==> config.mk <==
export PLATFORM = sky130hd
export DESIGN_NAME = reorder_buffer
export DESIGN_NICKNAME = d
export VERILOG_FILES = /design/src/rtl/reorder_buffer.sv
export SDC_FILE = /design/constraint.sdc
export NUM_CORES = 2
export LEC_CHECK = 0
export CAP_MARGIN = 20
export CORE_ASPECT_RATIO = 1.4
export CORE_MARGIN = 2
export CORE_UTILIZATION = 40
export CTS_CLUSTER_DIAMETER = 50
export CTS_CLUSTER_SIZE = 30
export DETAILED_ROUTE_END_ITERATION = 8
export PLACE_DENSITY = 0.56
export SETUP_SLACK_MARGIN = 0.1
export SLEW_MARGIN = 30
export SYNTH_ARGS = -nofsm -noshare
export SYNTH_HDL_FRONTEND = slang
export SYNTH_SLANG_ARGS = --single-unit
==> constraint.sdc <==
create_clock -name clock -period 27.5 [get_ports clock]
set_input_delay 4.125 -clock clock [delete_from_list [all_inputs] [get_ports clock]]
set_output_delay 4.125 -clock clock [all_outputs]
set_load 0.05 [all_outputs]
==> src/rtl/reorder_buffer.sv <==
// Circular reorder buffer for the Tomasulo core. Hands out tags at issue,
// captures results from two CDB ports, commits one finished entry per cycle
// in program order, and resolves operand tags for the issue logic.
// Pointer wrap relies on DEPTH being a power of two.
module reorder_buffer #(
  parameter int unsigned        DEPTH       = 16,
  parameter int unsigned        TAGW        = 6,
  parameter logic [TAGW-1:0]    INVALID_TAG = 6'b010000
) (
  input  logic            clock,
  input  logic            reset,
  input  logic            flush,
  input  logic            alloc_valid,
  input  logic [4:0]      alloc_dest,
  output logic [TAGW-1:0] alloc_tag,
  output logic            full,
  output logic            empty,
  input  logic            cdb_valid,
  input  logic [TAGW-1:0] cdb_tag,
  input  logic [31:0]     cdb_data,
  input  logic            cdb2_valid,
  input  logic [TAGW-1:0] cdb2_tag,
  input  logic [31:0]     cdb2_data,
  input  logic [TAGW-1:0] lookup_tag_a,
  input  logic [TAGW-1:0] lookup_tag_b,
  output logic            lookup_ready_a,
  output logic            lookup_ready_b,
  output logic [31:0]     lookup_value_a,
  output logic [31:0]     lookup_value_b,
  output logic            commit_valid,
  output logic [4:0]      commit_reg,
  output logic [31:0]     commit_data,
  output logic [TAGW-1:0] commit_tag
);

  localparam int unsigned     PTRW      = $clog2(DEPTH);
  localparam logic [TAGW-1:0] DEPTH_TAG = TAGW'(DEPTH);
  localparam logic [PTRW:0]   DEPTH_CNT = (PTRW + 1)'(DEPTH);

  logic [DEPTH-1:0] busy;
  logic [DEPTH-1:0] done;
  logic [4:0]       dest  [DEPTH];
  logic [31:0]      value [DEPTH];
  logic [PTRW-1:0]  head;
  logic [PTRW-1:0]  tail;
  logic [PTRW:0]    count;

  logic            alloc_ok;
  logic            commit_ok;
  logic            cdb_hit;
  logic            cdb2_hit;
  logic [PTRW-1:0] cdb_idx;
  logic [PTRW-1:0] cdb2_idx;
  logic [PTRW-1:0] idx_a;
  logic [PTRW-1:0] idx_b;

  assign full      = (count == DEPTH_CNT);
  assign empty     = (count == '0);
  assign alloc_tag = TAGW'(tail);

  // full is taken from the pre-edge count, so a full buffer never allocates
  assign alloc_ok  = alloc_valid && !full;
  assign commit_ok = busy[head] && done[head];

  assign cdb_idx  = cdb_tag[PTRW-1:0];
  assign cdb2_idx = cdb2_tag[PTRW-1:0];
  assign cdb_hit  = cdb_valid && (cdb_tag < DEPTH_TAG) && busy[cdb_idx] && !done[cdb_idx];
  assign cdb2_hit = cdb2_valid && (cdb2_tag < DEPTH_TAG) && busy[cdb2_idx] && !done[cdb2_idx];

  // Entry state, pointers, occupancy and the registered commit port
  always_ff @(posedge clock or posedge reset) begin
    if (reset) begin
      busy         <= '0;
      done         <= '0;
      head         <= '0;
      tail         <= '0;
      count        <= '0;
      commit_valid <= 1'b0;
      commit_reg   <= '0;
      commit_data  <= '0;
      commit_tag   <= INVALID_TAG;
      for (int i = 0; i < DEPTH; i++) begin
        dest[i]  <= '0;
        value[i] <= '0;
      end
    end else if (flush) begin
      // Squash wins over every same-cycle alloc, capture and commit
      busy         <= '0;
      done         <= '0;
      head         <= '0;
      tail         <= '0;
      count        <= '0;
      commit_valid <= 1'b0;
    end else begin
      commit_valid <= commit_ok;
      if (commit_ok) begin
        commit_reg  <= dest[head];
        commit_data <= value[head];
        commit_tag  <= TAGW'(head);
        busy[head]  <= 1'b0;
        done[head]  <= 1'b0;
        head        <= head + 1'b1;
      end
      if (alloc_ok) begin
        busy[tail] <= 1'b1;
        done[tail] <= 1'b0;
        dest[tail] <= alloc_dest;
        tail       <= tail + 1'b1;
      end
      // Port 1 is written last so it wins when both ports hit one entry
      if (cdb2_hit) begin
        value[cdb2_idx] <= cdb2_data;
        done[cdb2_idx]  <= 1'b1;
      end
      if (cdb_hit) begin
        value[cdb_idx] <= cdb_data;
        done[cdb_idx]  <= 1'b1;
      end
      case ({alloc_ok, commit_ok})
        2'b10:   count <= count + 1'b1;
        2'b01:   count <= count - 1'b1;
        default: ;
      endcase
    end
  end

  assign idx_a = lookup_tag_a[PTRW-1:0];
  assign idx_b = lookup_tag_b[PTRW-1:0];

  // Operand lookup A: stored value first, then same-cycle CDB forwarding
  always_comb begin
    lookup_ready_a = 1'b0;
    lookup_value_a = '0;
    if ((lookup_tag_a < DEPTH_TAG) && busy[idx_a]) begin
      if (done[idx_a]) begin
        lookup_ready_a = 1'b1;
        lookup_value_a = value[idx_a];
      end else if (cdb_valid && (cdb_tag == lookup_tag_a)) begin
        lookup_ready_a = 1'b1;
        lookup_value_a = cdb_data;
      end else if (cdb2_valid && (cdb2_tag == lookup_tag_a)) begin
        lookup_ready_a = 1'b1;
        lookup_value_a = cdb2_data;
      end
    end
  end

  // Operand lookup B: same resolution order as port A
  always_comb begin
    lookup_ready_b = 1'b0;
    lookup_value_b = '0;
    if ((lookup_tag_b < DEPTH_TAG) && busy[idx_b]) begin
      if (done[idx_b]) begin
        lookup_ready_b = 1'b1;
        lookup_value_b = value[idx_b];
      end else if (cdb_valid && (cdb_tag == lookup_tag_b)) begin
        lookup_ready_b = 1'b1;
        lookup_value_b = cdb_data;
      end else if (cdb2_valid && (cdb2_tag == lookup_tag_b)) begin
        lookup_ready_b = 1'b1;
        lookup_value_b = cdb2_data;
      end
    end
  end

endmodule
# Yosys cells after proc, flatten, opt, wreduce, memory -nomap -nowiden
# Cells that the tools add are included.
# word_totals
reg_bits	680
input_bits	99
output_inout_bits	118
wordCells	207
# op_classes
add_sub_neg	4
magnitude_cmp	23
eq_ne	7
mux	87
bitwise_logic	15
reduce_logical	30
# ops
operator	n
$mux 512	3
$bwmux 512	2
$mux 32	16
$bmux 32 s4	3
$demux 32 s4	2
$mux 16	12
$bwmux 80	1
$and 16x16->16	3
$or 16x16->16	3
$bmux 1 s4	10
$not 16->16	2
$ge 5x5->1 const B	6
$lt 4x5->1 const B	6
$not 4->5	6
$eq 6x6->1	4
$lt 6x5->1 const B	4
$mux 1	23
$logic_and 1x1->1	21
$bmux 5 s4	1
$demux 5 s4	1
$mux 5	4
$demux 1 s4	4
$ge 4x1->1 const B	4
$mux 4	4
14 further kinds	21

# Logic depth before layout (Yosys ltp)
# logic_depth
word_depth	17
depth_mapped	12
ltp_nobuf	10

# Worst setup path after synthesis
# Ideal clock, no wire load.
# synth_timing
kind	in2out
startpoint	input lookup_tag_b[2]
endpoint	output lookup_value_b[1]
arrival_ns	6.973
required_time_ns	23.375
setup_slack_ns	16.402
path_stages	8
path_buffers	2
path_cell_list	clkbuf_1 xnor2_1 nand4_1 or4_1 nor2_1 clkbuf_1 a22oi_1 a211oi_1
# synth_between
elab_chain_cells	6
word_cells_on_any_way	18
cone_classes	order compare: 1; eq/ne: 2; mux: 11; bitwise: 1; reduce/logical: 3
# synth_rtl
element	line	text
start: declaration	25	input logic [TAGW-1:0] lookup_tag_b,
$not 4->5 (implied by the code) or $eq 6x6->1 (tied branches)	155, 159	
$bmux 32 s4 or $logic_and 1x1->1 (tied branches)	155, 159	
$mux 32, on equally long branches	155, 159	
$mux 32, on equally long branches	155, 156	
$mux 32	153	if (done[idx_b]) begin
$mux 32 *	152	if ((lookup_tag_b < DEPTH_TAG) && busy[idx_b]) begin
end: declaration	29	output logic [31:0] lookup_value_b,
# Every way passes the cells marked *; elsewhere a longest branch is shown, timed or not. The select of a mux whose other input is x is not followed.

# Final worst setup path
# layout_timing
startpoint	input lookup_tag_a[1]
endpoint	output lookup_value_a[0]
# layout_between
elab_chain_cells	6
word_cells_on_any_way	18
cone_classes	order compare: 1; eq/ne: 2; mux: 11; bitwise: 1; reduce/logical: 3
# layout_rtl
element	line	text
start: declaration	24	input logic [TAGW-1:0] lookup_tag_a,
$not 4->5 (implied by the code) or $eq 6x6->1 (tied branches)	137, 141	
$bmux 32 s4 or $logic_and 1x1->1 (tied branches)	137, 141	
$mux 32, on equally long branches	137, 141	
$mux 32, on equally long branches	137, 138	
$mux 32	135	if (done[idx_a]) begin
$mux 32 *	134	if ((lookup_tag_a < DEPTH_TAG) && busy[idx_a]) begin
end: declaration	28	output logic [31:0] lookup_value_a,
# Marks and branches as above.

==> metrics.md <==
| Metric | Value |
|---|---|
| Status | finished clean |
| Placed Cells | 4913 |
| Rel. slew slack | 0.277 |
| Layout Skew | 0.0358 ns |
| DIE HEIGHT | 395 um |
| Mapped Avg Cell Area | 12.2 um2 |
| Register area share after synthesis | 0.390 |
| Power Total | 2.77 mW |
| VDD IR-drop max | 0.0867 mV |
| Clock Latency Late Sink | 0.69 ns |
| Syn Inst Count | 3581 |
| Crit path kind | in2out |
| Fmax | 0.0768 GHz |
| Biggest regs | value: 512 flops, dest: 80 flops, commit_data: 32 flops |
| CP endpoint kind | output pin |
| Unrepaired setup endpoints after global routing | no |
| H-Tree Depth | 3 |
| Clock Path Buffers | 3 |
| WP buf/inv | 4 |
| Drt first pass iters | 6 |
| Final Cycle Share | 0.473 |
| Die area | 112000 um2 |
| Port Buf Inserts | 213 |
| Post-synth EDFFs | 0 |
| Top-area cell type share of the netlist area | 0.390 |
| Main synth FF type | dfrtp_1 |
| Worst slew pin tran | 1.08 ns |
| Vias | 37000 |
| Post-CTS Hold Fix Bufs | 0 |
| Most flops, register | value |
| Min Tclk post-route | 13.02 ns |
| Netlist cell types | 64 |
| GRT Util Overall | 0.333 |
| Starting Density | 0.403 |
| Gr ovfl total | 0 |
| Cell mode on critical path | buf_4 |
| Clock Tree Root | clkbuf_16 |
| Core area | 108000 um2 |
| Die width | 283 um |
| DRC | 0 |
| Min Hold Slack | 0.483 ns |
| Post-CTS Setup Bufs | 0 |
| Hold Violations, Final | 0 |
| Initial antenna violation count | 15 |
| Iter 0 DRT Violations | 4984 |
| CTS buffer count | 77 |
| TNS Setup | 0 ns |
| Final setup violation count | 0 |
| Worst path top cell family by delay | buffers and inverters |
| Row cnt | 143 |
| Async set-reset flop share out of synthesis | 1.00 |
| Clock Sinks | 680 |
| PwrDens | 55.8 nW/um2 |
| Routability cong. | 0.888 |
| Critical path arrival | 8.90 ns |
| Post-layout nets | 3655 |
| Layout cells sized above 1 | 0.268 |
| I/O Pins | 217 |
| Synth top area cells | dfrtp_1 39%, mux4_2 27%, o221ai_1 5.5%, nand2_1 3.6%, a221o_1 3.5% |
| First-pass GRT wire length | 272000 um |
| CTS tree | yes |
| Worst setup SP type | primary input |
| CP max stage cell | clkdlybuf4s50_1 |
| CTS resizes | 0 |
| Worst path required time | 23.37 ns |
| Largest net degree at the start of global routing | 167 |
| DP Wirelength | 109000 um |
| Post-synth top cells | 679 x dfrtp_1, 531 x mux4_2, 417 x nand2_1 |
| Final WL | 188000 um |
| Max FFs per register | 512 |
| Tightest Hold Check Type | reg2reg |
| Most area-hungry cell type in the Yosys netlist | dfrtp_1 |
| Most common cell in the synthesized netlist | dfrtp_1 |
| Crit-path max cell delay | 0.97 ns |
| Layout Cells excl Fill | 5061 |
| Leak | 19.1 nW |
| Critical path cell sequence | buf_6 -> buf_4 -> mux4_1 -> mux4_2 -> buf_4 -> or3_1 -> a21oi_1 -> clkdlybuf4s50_1 |
| Post-synthesis instance area | 43600 um2 |
| Syn. warnings | 0 |
| Yosys reg bits | 680 |
| Setup slack, reg-to-reg | 23.14 ns |
| WL/cell | 37.2 um |
| Max Cap Violations | 0 |
| Pins Over Slew Limit | 0 |
| ANT nets after route | 0 |
| Max Fanout on Critical Path | 53 |
| Clk slew on worst S/H paths | 0.05 ns |
| Number of global-route vias before repair | 37000 |
| P&R area growth vs syn | 14.0% |
| Vias per cell | 7.30 |
## power by group
group	internal [mW]	leakage, nW	switching (mW)
clock	0.659	1.37	0.515
combinational	0.206	8.32	0.294
sequential	1.05	9.39	0.0513
## kinds of logic (layout without fill, tap and decap cells)
group,after synthesis,after routing,synth area share
DFF,680,680,0.390
AOI/OAI and AO/OA,763,763,0.141
and+or+nand+nor,955,955,0.100
muxes,694,694,0.316
xor gates and xnor gates,33,33,0.00663
adders and majority gates,10,10,0.00287
buffers and inverters,445,472,0.0427
other,1,4,0.0000860
## stage by stage
step / util / setup WS (ns) / cell area [um2]
finish: 0.459 / 14.48 / 49700
global route: 0.459 / 14.37 / 49700
CTS: 0.458 / 14.57 / 49600
detailed placement: 0.432 / 14.57 / 46700
global placement: 0.431 / 14.37 / 46700
floorplan: - / 4.31 / 43600
## area by class of cell
cell class	count	area [um2]
tap	1450	1810
fill	9835	58600
multi-input combinational	2458	25000
antenna	1	2.50
clock inverter	60	811
clock buffer	83	2020
timing repair buffer	306	2960
sequential	680	17000
inverter	23	93.8
## path summary, 6_finish.rpt
| path | start | endpoint | depth (start not counted) |
|---|---|---|---|
| hold / removal | commit_tag[4] | commit_tag[4] | 1 |
| setup reg to reg | head[2] | count[4] | 10 |
| max in group asynchronous | reset | value[39] | 6 |
| hold reg to reg | commit_tag[4] | commit_tag[4] | 1 |
| min in group asynchronous | reset | commit_data[25] | 2 |
| setup / recovery | lookup_tag_a[1] | lookup_value_a[0] | 8 |
## cells in the final DEF, fill, tap and decap left out, types with 83 or more instances in the layout
| master | synthesis | final |
|---|---|---|
| dfrtp_1 | 679 | 675 |
| o21ai_0 | 101 | 100 |
| o221ai_1 | 272 | 272 |
| mux4_2 | 531 | 531 |
| nand2_1 | 417 | 407 |
| nand2b_1 | 92 | 91 |
| mux2_2 | 126 | 126 |
| a221o_1 | 153 | 153 |
| nor2_1 | 259 | 253 |
| a22oi_1 | 96 | 96 |
| clkdlybuf4s50_1 | 0 | 203 |
| buf_4 | 4 | 83 |
## routing by layer
layer	routed length (um)	track usage	vias to the layer above
li1	-	-	14200
met2	86000	0.511	2747
met4	14100	0.213	18
met5	112	0	-
met3	21900	0.101	769
met1	66400	0.410	19200
## worst register-to-register path: cells and delay by family, from the launching register on
family | cells | cell delay (ns)
AOI/OAI and AO/OA | 4 | 1.47
buffers and inverters | 1 | 0.84
DFF | 1 | 0.66
and+or+nand+nor | 3 | 0.54
adders and majority gates | 1 | 0.40
muxes | 1 | 0.35
Power figures use the tool's default switching activity.
